File: config.mk
export PLATFORM = sky130hd
export DESIGN_NAME = instr_fetch
export DESIGN_NICKNAME = d
export VERILOG_FILES = /design/src/rtl/cpu_pkg.sv /design/src/rtl/fetch_timer.sv /design/src/rtl/instr_fetch.sv
export SDC_FILE = /design/constraint.sdc
export NUM_CORES = 1
export LEC_CHECK = 0
export CAP_MARGIN = 20
export CORE_MARGIN = 2
export CORE_UTILIZATION = 42
export CTS_BUF_LIST = sky130_fd_sc_hd__clkbuf_8
export DETAILED_ROUTE_END_ITERATION = 7
export GPL_ROUTABILITY_DRIVEN = 0
export HOLD_SLACK_MARGIN = 0.15
export PLACE_DENSITY = 0.8
export SETUP_SLACK_MARGIN = 0.2
export SLEW_MARGIN = 10
export SYNTH_ARGS = -nofsm -noshare
export SYNTH_HDL_FRONTEND = slang
export SYNTH_SLANG_ARGS = --single-unit
File: constraint.sdc
create_clock -name clk -period 2.3 [get_ports clk]
set_clock_uncertainty 0.05 [all_clocks]
set_input_delay 0.23 -clock clk [delete_from_list [all_inputs] [get_ports clk]]
set_output_delay 0.23 -clock clk [all_outputs]
set_load 0.05 [all_outputs]
File: src/rtl/cpu_pkg.sv
// cpu_pkg: shared definitions for the CPU control path.
//   - Control-FSM state encodings driven on current_state (5 bits).
//   - Fetch-unit state enum used by instr_fetch.
package cpu_pkg;

    // Control-FSM state encodings
    localparam logic [4:0] CtrlHalt      = 5'b00000;
    localparam logic [4:0] CtrlDo        = 5'b00001;
    localparam logic [4:0] CtrlWaitLoad  = 5'b00010;
    localparam logic [4:0] CtrlWaitStore = 5'b00100;
    localparam logic [4:0] CtrlReadIns   = 5'b01000;
    localparam logic [4:0] CtrlTrap      = 5'b10000;

    // Instruction fetch unit states
    typedef enum logic [2:0] {
        StIdle,
        StReq,
        StWaitResp,
        StDone,
        StFault,
        StDrain
    } fetch_state_e;

endpackage

File: src/rtl/fetch_timer.sv
// fetch_timer: response timeout counter for the instruction fetch unit.
// Ports:
//   clk, rst_n : clock, asynchronous active-low reset
//   clr        : synchronous clear to zero (wins over en)
//   en         : count one cycle
//   expired    : count has reached TIMEOUT-1
// The count saturates at TIMEOUT-1, so expired stays high until cleared.
module fetch_timer #(
    parameter int unsigned TIMEOUT = 16
) (
    input  logic clk,
    input  logic rst_n,
    input  logic clr,
    input  logic en,
    output logic expired
);

    localparam int unsigned CntW = (TIMEOUT > 2) ? $clog2(TIMEOUT) : 1;
    localparam logic [CntW-1:0] CntMax = CntW'(TIMEOUT - 1);

    logic [CntW-1:0] count_q;

    assign expired = (count_q == CntMax);

    always_ff @(posedge clk or negedge rst_n) begin
        if (!rst_n) begin
            count_q <= '0;
        end else if (clr) begin
            count_q <= '0;
        end else if (en && !expired) begin
            count_q <= count_q + 1'b1;
        end
    end

endmodule

File: src/rtl/instr_fetch.sv
// instr_fetch: single-outstanding instruction fetch unit.
// Ports:
//   clk, rst_n     : clock, asynchronous active-low reset
//   current_state  : control-FSM state; a fetch is requested while it is READ_INS
//   pc             : fetch address
//   imem_req/addr  : memory request valid / registered request address
//   imem_gnt       : memory accepted the request
//   imem_rvalid/rdata/err : read response valid / data / error
//   instr          : last successfully fetched instruction (registered)
//   wait_instr     : fetch in progress, control FSM stalls while high
//   instr_segv     : sticky fetch fault, cleared at the next fetch start
module instr_fetch
    import cpu_pkg::*;
#(
    parameter int unsigned          ADDR_W     = 32,
    parameter logic [ADDR_W-1:0]    IMEM_BASE  = '0,
    parameter logic [ADDR_W-1:0]    IMEM_LIMIT = 32'h0000_4000,
    parameter int unsigned          TIMEOUT    = 16
) (
    input  logic              clk,
    input  logic              rst_n,
    input  logic [4:0]        current_state,
    input  logic [ADDR_W-1:0] pc,
    output logic              imem_req,
    output logic [ADDR_W-1:0] imem_addr,
    input  logic              imem_gnt,
    input  logic              imem_rvalid,
    input  logic [31:0]       imem_rdata,
    input  logic              imem_err,
    output logic [31:0]       instr,
    output logic              wait_instr,
    output logic              instr_segv
);

    localparam logic [ADDR_W-1:0] ImemSpan = IMEM_LIMIT - IMEM_BASE;

    fetch_state_e      state_q, state_d;
    logic [ADDR_W-1:0] addr_q;
    logic [31:0]       instr_q;
    logic              segv_q;

    logic              read_ins;
    logic [ADDR_W-1:0] pc_off;
    logic              pc_ok;
    logic              timer_clr, timer_en, timer_expired;
    logic              latch_addr, load_instr, set_segv, clr_segv;

    assign read_ins = (current_state == CtrlReadIns);
    // Offset from base wraps for pc < IMEM_BASE, so one unsigned compare covers both bounds.
    assign pc_off   = pc - IMEM_BASE;
    assign pc_ok    = (pc[1:0] == 2'b00) && (pc_off < ImemSpan);

    fetch_timer #(
        .TIMEOUT (TIMEOUT)
    ) u_timer (
        .clk     (clk),
        .rst_n   (rst_n),
        .clr     (timer_clr),
        .en      (timer_en),
        .expired (timer_expired)
    );

    always_comb begin
        state_d    = state_q;
        timer_clr  = 1'b0;
        timer_en   = 1'b0;
        latch_addr = 1'b0;
        load_instr = 1'b0;
        set_segv   = 1'b0;
        clr_segv   = 1'b0;
        unique case (state_q)
            StIdle: begin
                if (read_ins) begin
                    if (!pc_ok) begin
                        state_d  = StFault;
                        set_segv = 1'b1;
                    end else begin
                        state_d    = StReq;
                        latch_addr = 1'b1;
                        clr_segv   = 1'b1;
                    end
                end
            end
            StReq: begin
                if (imem_gnt) begin
                    state_d   = StWaitResp;
                    timer_clr = 1'b1;
                end else if (!read_ins) begin
                    state_d = StIdle;
                end
            end
            StWaitResp: begin
                // A response beats the timeout; the timeout beats abandonment.
                if (imem_rvalid) begin
                    if (imem_err) begin
                        state_d  = StFault;
                        set_segv = 1'b1;
                    end else begin
                        state_d    = StDone;
                        load_instr = 1'b1;
                    end
                end else if (timer_expired) begin
                    state_d  = StFault;
                    set_segv = 1'b1;
                end else begin
                    timer_en = 1'b1;
                    if (!read_ins) begin
                        state_d = StDrain;
                    end
                end
            end
            StDrain: begin
                if (imem_rvalid || timer_expired) begin
                    state_d = StIdle;
                end else begin
                    timer_en = 1'b1;
                end
            end
            StDone, StFault: begin
                if (!read_ins) begin
                    state_d = StIdle;
                end
            end
            default: state_d = StIdle;
        endcase
    end

    always_ff @(posedge clk or negedge rst_n) begin
        if (!rst_n) begin
            state_q <= StIdle;
            addr_q  <= '0;
            instr_q <= '0;
            segv_q  <= 1'b0;
        end else begin
            state_q <= state_d;
            if (latch_addr) addr_q  <= pc;
            if (load_instr) instr_q <= imem_rdata;
            if (set_segv) begin
                segv_q <= 1'b1;
            end else if (clr_segv) begin
                segv_q <= 1'b0;
            end
        end
    end

    assign imem_req   = (state_q == StReq);
    assign imem_addr  = addr_q;
    assign instr      = instr_q;
    assign instr_segv = segv_q;
    assign wait_instr = read_ins && (state_q != StDone) && (state_q != StFault);

endmodule
# Word level (Yosys, flattened, before mapping)
# Index checks and enable logic that the tools add are counted.
# Widths: inputs -> output; s select.
[totals] reg_bits=72 latch_bits=0 ramBits=0 romBits=0 inputBits=74 output_inout_bits=67 wordCells=63 mem_count=0
[classes] addsub=1 mul=0 n_div=0 n_lt_le_gt_ge=1 eq_ne=12 shifts=0 mux=32 bitwise_logic=0 reduce_logical=12
[ops] op="$lt 32x15->1 const B" n=1
[ops] op="$mux 3" n=9
[ops] op="$mux 1" n=18
[ops] op="$pmux 3 s5" n=1
[ops] op="$mux 4" n=2
[ops] op="$eq 3x2->1 const B" n=2
[ops] op="$eq 3x3->1 const B" n=2
[ops] op="$eq 5x4->1 const B" n=1
[ops] op="$add 4x1->4 const B" n=1
[ops] op="$eq 4x4->1 const B" n=1
[ops] op="$logic_and 1x1->1" n=4
[ops] op="$ne 2x2->1 const B" n=2
[ops] op="$ne 4x4->1 const B" n=1
[ops] op="$pmux 1 s2" n=2
[ops] op="$reduce_bool 2->1" n=2
[ops] op="$eq 3x1->1 const B" n=1
[ops] op="$logic_not 3->1" n=1
[ops] op="$ne 3x2->1 const B" n=1
[ops] op="$ne 3x3->1 const B" n=1
[ops] op="$reduce_and 3->1" n=1
[ops] op="$logic_not 2->1" n=1
[ops] op="$reduce_or 2->1" n=1
[ops] op="$logic_not 1->1" n=1
[ops] op="$logic_or 1x1->1" n=1

# Longest topological paths before layout
[depth] depth_word=7 depth_mapped=7 mapped_depth_nobuf=6

# Modules after synthesis
# From an unflattened synthesis, not the netlist that was laid out.
[unflattened] hier_cells=207 area_unflattened_um2=2907.8
[modules_own_cells] module="instr_fetch" instances=1 cells_each=187 area_per_inst_um2=2678.8 seq_area_each_um2=1701.6
[modules_own_cells] module="fetch_timer" instances=1 cells_each=20 area_per_inst_um2=229.0 seq_area_each_um2=100.1

# Worst setup path after synthesis
# Ideal clock, no wire load.
[synth_path] path_type="register -> register" start="register state_q[0]" end="register u_timer.count_q[0]" arrival_time_ns=2.180 required_time_ns=2.129 setup_slack_ns=-0.051 stages_incl_launch_ff=5 path_buffers=1 synth_period_minus_slack_ns=2.351 cell_sequence="dfrtp_1 > clkbuf_1 > nor3b_1 > and2_1 > nor2_1"
[synth_between] word_cells_on_any_way=8 cone_classes="3 x eq/ne; 3 x mux; 2 x reduce/logical"
[synth_rtl] item="from (decl)" line_no="instr_fetch.sv:37" rtl="fetch_state_e state_q, state_d;"
[synth_rtl] item="from (signal assigned)" line_no="instr_fetch.sv:130" rtl="state_q <= StIdle;"
[synth_rtl] item="from (signal assigned)" line_no="instr_fetch.sv:135" rtl="state_q <= state_d;"
[synth_rtl] item="$eq 3x1->1 (*)"
[synth_rtl] item="via imem_req" line_no="instr_fetch.sv:24" rtl="output logic imem_req,"
[synth_rtl] item="$mux 1 (*)" line_no="instr_fetch.sv:71" rtl="unique case (state_q)"
[synth_rtl] item="$mux 4 / $reduce_bool 2->1 (equally long branches)"
[synth_rtl] item="to (signal assigned)" line_no="fetch_timer.sv:31" rtl="count_q <= count_q + 1'b1;"
[synth_rtl] item="to (decl)" line_no="fetch_timer.sv:21" rtl="logic [CntW-1:0] count_q;"
# The timed path passes the listed nets; every way through them passes the cells marked *.
# A chain may end at the register's enable or synchronous reset.

# Worst setup path after layout
[layout_path] start="register state_q[0]" end="register instr_q[13] (netlist: instr[13])"
[layout_between] elab_chain_cells=2
[layout_rtl] item="$eq 3x2->1" line_no="instr_fetch.sv:71"
[layout_rtl] item="$mux 1" line_no="instr_fetch.sv:71"
[layout_rtl] item="to (signal assigned)" line_no="instr_fetch.sv:137" rtl="if (load_instr) instr_q <= imem_rdata;"
[layout_rtl] item="to (decl)" line_no="instr_fetch.sv:39" rtl="logic [31:0] instr_q;"
# No other way between the ends.

==> impl_results.md <==
* Status: complete, no violations
* YS warnings at 0
* RSZ-0062 raised after global routing: no
* Power density cells at just over 600 nW/um^2
* Sw Share at 24.4%
* Gate Count Post-Synth at 206
* Setup TNS at 0 ps
* CTS tree: yes
* Fin. max-slew vios at 0
* Post-synth ARST share at 100%
* Worst EP required at 2460 ps
* Clk sinks at 72
* Seq/Total Area, Yosys at between 50% and 60%
* Largest net degree at the start of global routing at between 70 and 80
* Row cnt at 30
* Overall die width at 88.6 um
* Flops & latches, synth at between 70 and 80
* Hold Crit Class: in -> async
* Die span in y at 88.6 um
* Yosys cell types at 39
* VDD IR max at 0.375 mV
* Max-Cap Viols at 0
* Crit path kind: reg -> reg
* Comb power frac at 17.6%
* Final layout net count at 430
* GRT Resource Usage Total at between 10% and 20%
* Drt initial violations at 33
* Mean Syn Cell Area at 14.6 um^2
* IO Port Bufs at 140
* CP max stage delay at about 470 ps
* Vias in the first global route at 2190
* Dpl ws at 112 ps
* Ports at 141
* Crit path cell chain: or3b_1 > or3_2 > buf_12 > mux2_4
* Gr ovfl total at 0
* Clock-pin slew on the worst setup and hold paths at 70 ps
* Psw at roughly 0.72 mW
* Layout Area Growth over Synthesis at 58.2%
* Layout cells sized above 1 at 19.8%
* Final setup fails at 0
* Routed via count at 2128
* Die area at 7860 um^2
* Drc violations at 0
* Worst skew pair latency at 330 ps
* # H-tree levels at 3
* Top_reg_cell synth: dfrtp_1
* CTS buffer count at 9
* ANT cells at 0
* Peak fanout along the critical path at 33
* F_max at approximately 500 MHz
* Leak Pwr at 2.26 nW
* Startpoint Class: flop
* Post-synthesis cell area at 3010 um^2
* DR WL/cell at 14.1 um
* Final wirelength at between 6000 and 7000 um
* Setup bufs post-CTS at 0
* CTS root buffer: clkbuf_8
* Slowest-stage cell, CP: or3_2
* Core Box Area at 6870 um^2
* 1st-pass router iterations at 4
* Worst Path Arrival at approximately 2200 ps
* First-pass GRT wire length at 10100 um
* Vias per inst at 4.68
* Period utilisation layout at a little under nine tenths
* Clk network pwr share at 37.0%
* Flop pwr share at 45.4%
* Initial Utilization at 43.8%
* Initial antenna violation count at 0
* Post-layout utilization of the core at 69.3%
* Final worst path period need at 1990 ps
* Critical path endpoint category: flop
* Internal at 2.24 mW
* Final worst setup slack at 314 ps
* Detail Route Antenna Nets at 0
* EDFF count, synth at 0
* Half-perimeter wire length after placement at roughly 4700 um
* Slew HR at 63.0%
* Least-Margin Pin Slew at approximately 550 ps
* Final hold vios at 0
* Synthesized Nets at about 280
* Clock Tree Buf Depth at 2
-- path summary, 6_finish.rpt --
kind | from | end | slack, ps | depth (start not counted)
worst max-delay path | state_q[0] | instr[13] | 310 | 4
max in group asynchronous | rst_n | instr[28] | 1500 | 3
worst min-delay path | rst_n | imem_addr[20] | 410 | 3
worst min register to register | imem_addr[0] | imem_addr[0] | 450 | 1
worst max register to register | state_q[0] | instr[13] | 310 | 4
min in group clk | imem_addr[0] | imem_addr[0] | 450 | 1
-- cell usage in the layout, fill, tap and decap left out, types with 2 or more instances in the layout --
master / n
a21boi_0: 2
a21oi_1: 3
and2_1: 2
buf_12: 4
buf_4: 5
bufinv_16: 2
clkbuf_8: 11
clkdlybuf4s50_1: 137
dfrtp_1: 72
inv_1: 3
mux2_2: 15
mux2_4: 29
nand2_1: 4
nand3_1: 3
nor2_1: 6
nor2b_1: 22
nor4_1: 5
o21ai_0: 6
xor2_1: 2
-- per-layer routing --
layer  share of wire, %  routed length [um]  vias up  track usage [%]
met4                1.8                 116        0             7.71
li1                   -                   -     1014                -
met5                  0                   0        -                0
met3                6.8                 439       10             5.50
met1                 43                2750     1024             21.0
met2                 48                3100       80             26.1
-- cell families (layout without fill, tap and decap cells) --
| logic type | after synthesis | after routing | synth area share (%) |
|---|---|---|---|
| flip-flops | 72 | 72 | 59.9 |
| AND/OR/NAND/NOR | 55 | 55 | 11.0 |
| multiplexers | 45 | 45 | 20.4 |
| AO/OA/AOI/OAI | 17 | 17 | 3.53 |
| buffers and inverters | 13 | 166 | 3.87 |
| XOR/XNOR | 3 | 3 | 0.873 |
| adder cells (fa/ha/maj) | 1 | 1 | 0.416 |
-- power groups by stage --
stage          sequential, mW  combinational, mW  clock (mW)
2_1_floorplan            1.50              0.128           0
3_3_place_gp             1.37              0.516           0
6_report                 1.34              0.521        1.09
5_1_grt                  1.35              0.555        1.18
3_5_place_dp             1.37              0.523           0
4_1_cts                  1.34              0.526        1.13
-- critical path, delay by kind of cell (launching register included) --
| kind | cells | cell delay (ps) |
|---|---|---|
| simple gates | 2 | 890 |
| buf+inv | 1 | 210 |
| mux | 1 | 320 |
| flops | 1 | 380 |
-- through the flow --
step                hold slack, ps  instances  cell area [um^2]  power [mW]
detailed placement             243        439              4530        1.89
floorplan                     -116        206              3010        1.63
CTS                            426        455              4760        3.00
global route                   446        455              4760        3.08
global placement               234        439              4530        1.88
finish                         408        455              4760        2.96
-- flip-flops by register name, summed over array words and instances (netlist names) --
| name | count |
|---|---|
| instr_segv | 1 |
| instr | 32 |
| u_timer.count_q | 4 |
| state_q | 3 |
| imem_addr | 32 |
-- layout make-up --
| cell class | count | area [um^2] |
|---|---|---|
| fill | 501 | 2110 |
| sequential | 72 | 1800 |
| timing repair buffer | 149 | 1510 |
| multi-input combinational | 121 | 1100 |
| clock buffer | 11 | 151 |
| tap | 96 | 120 |
| clock inverter | 4 | 68.8 |
| inverter | 2 | 7.51 |
-- repair_timing --
action,4_1_cts,5_1_grt
endpoints found under the hold margin,72,0
hold buffers,1,0
setup endpoints to repair,1,0
gates resized for setup,1,0
-- synthesized netlist by cell type (2+ instances only) --
library cell  number  share of area [%]
a21boi_0           2               0.50
a21oi_1            3               0.50
and2_1             2               0.42
buf_12             3                2.0
buf_6              2               0.75
clkbuf_1           3               0.37
clkbuf_2           2               0.33
dfrtp_1           72                 60
inv_1              2               0.25
mux2_2            15                5.6
mux2_4            29                 14
nand2_1            4               0.50
nand3_1            3               0.50
nor2_1             6               0.75
nor2b_1           22                4.6
nor3b_1            2               0.50
nor4_1             5                1.0
o21ai_0            6                1.0
or3_1              2               0.42
xor2_1             2               0.58
(Power assumes the default switching activity.)
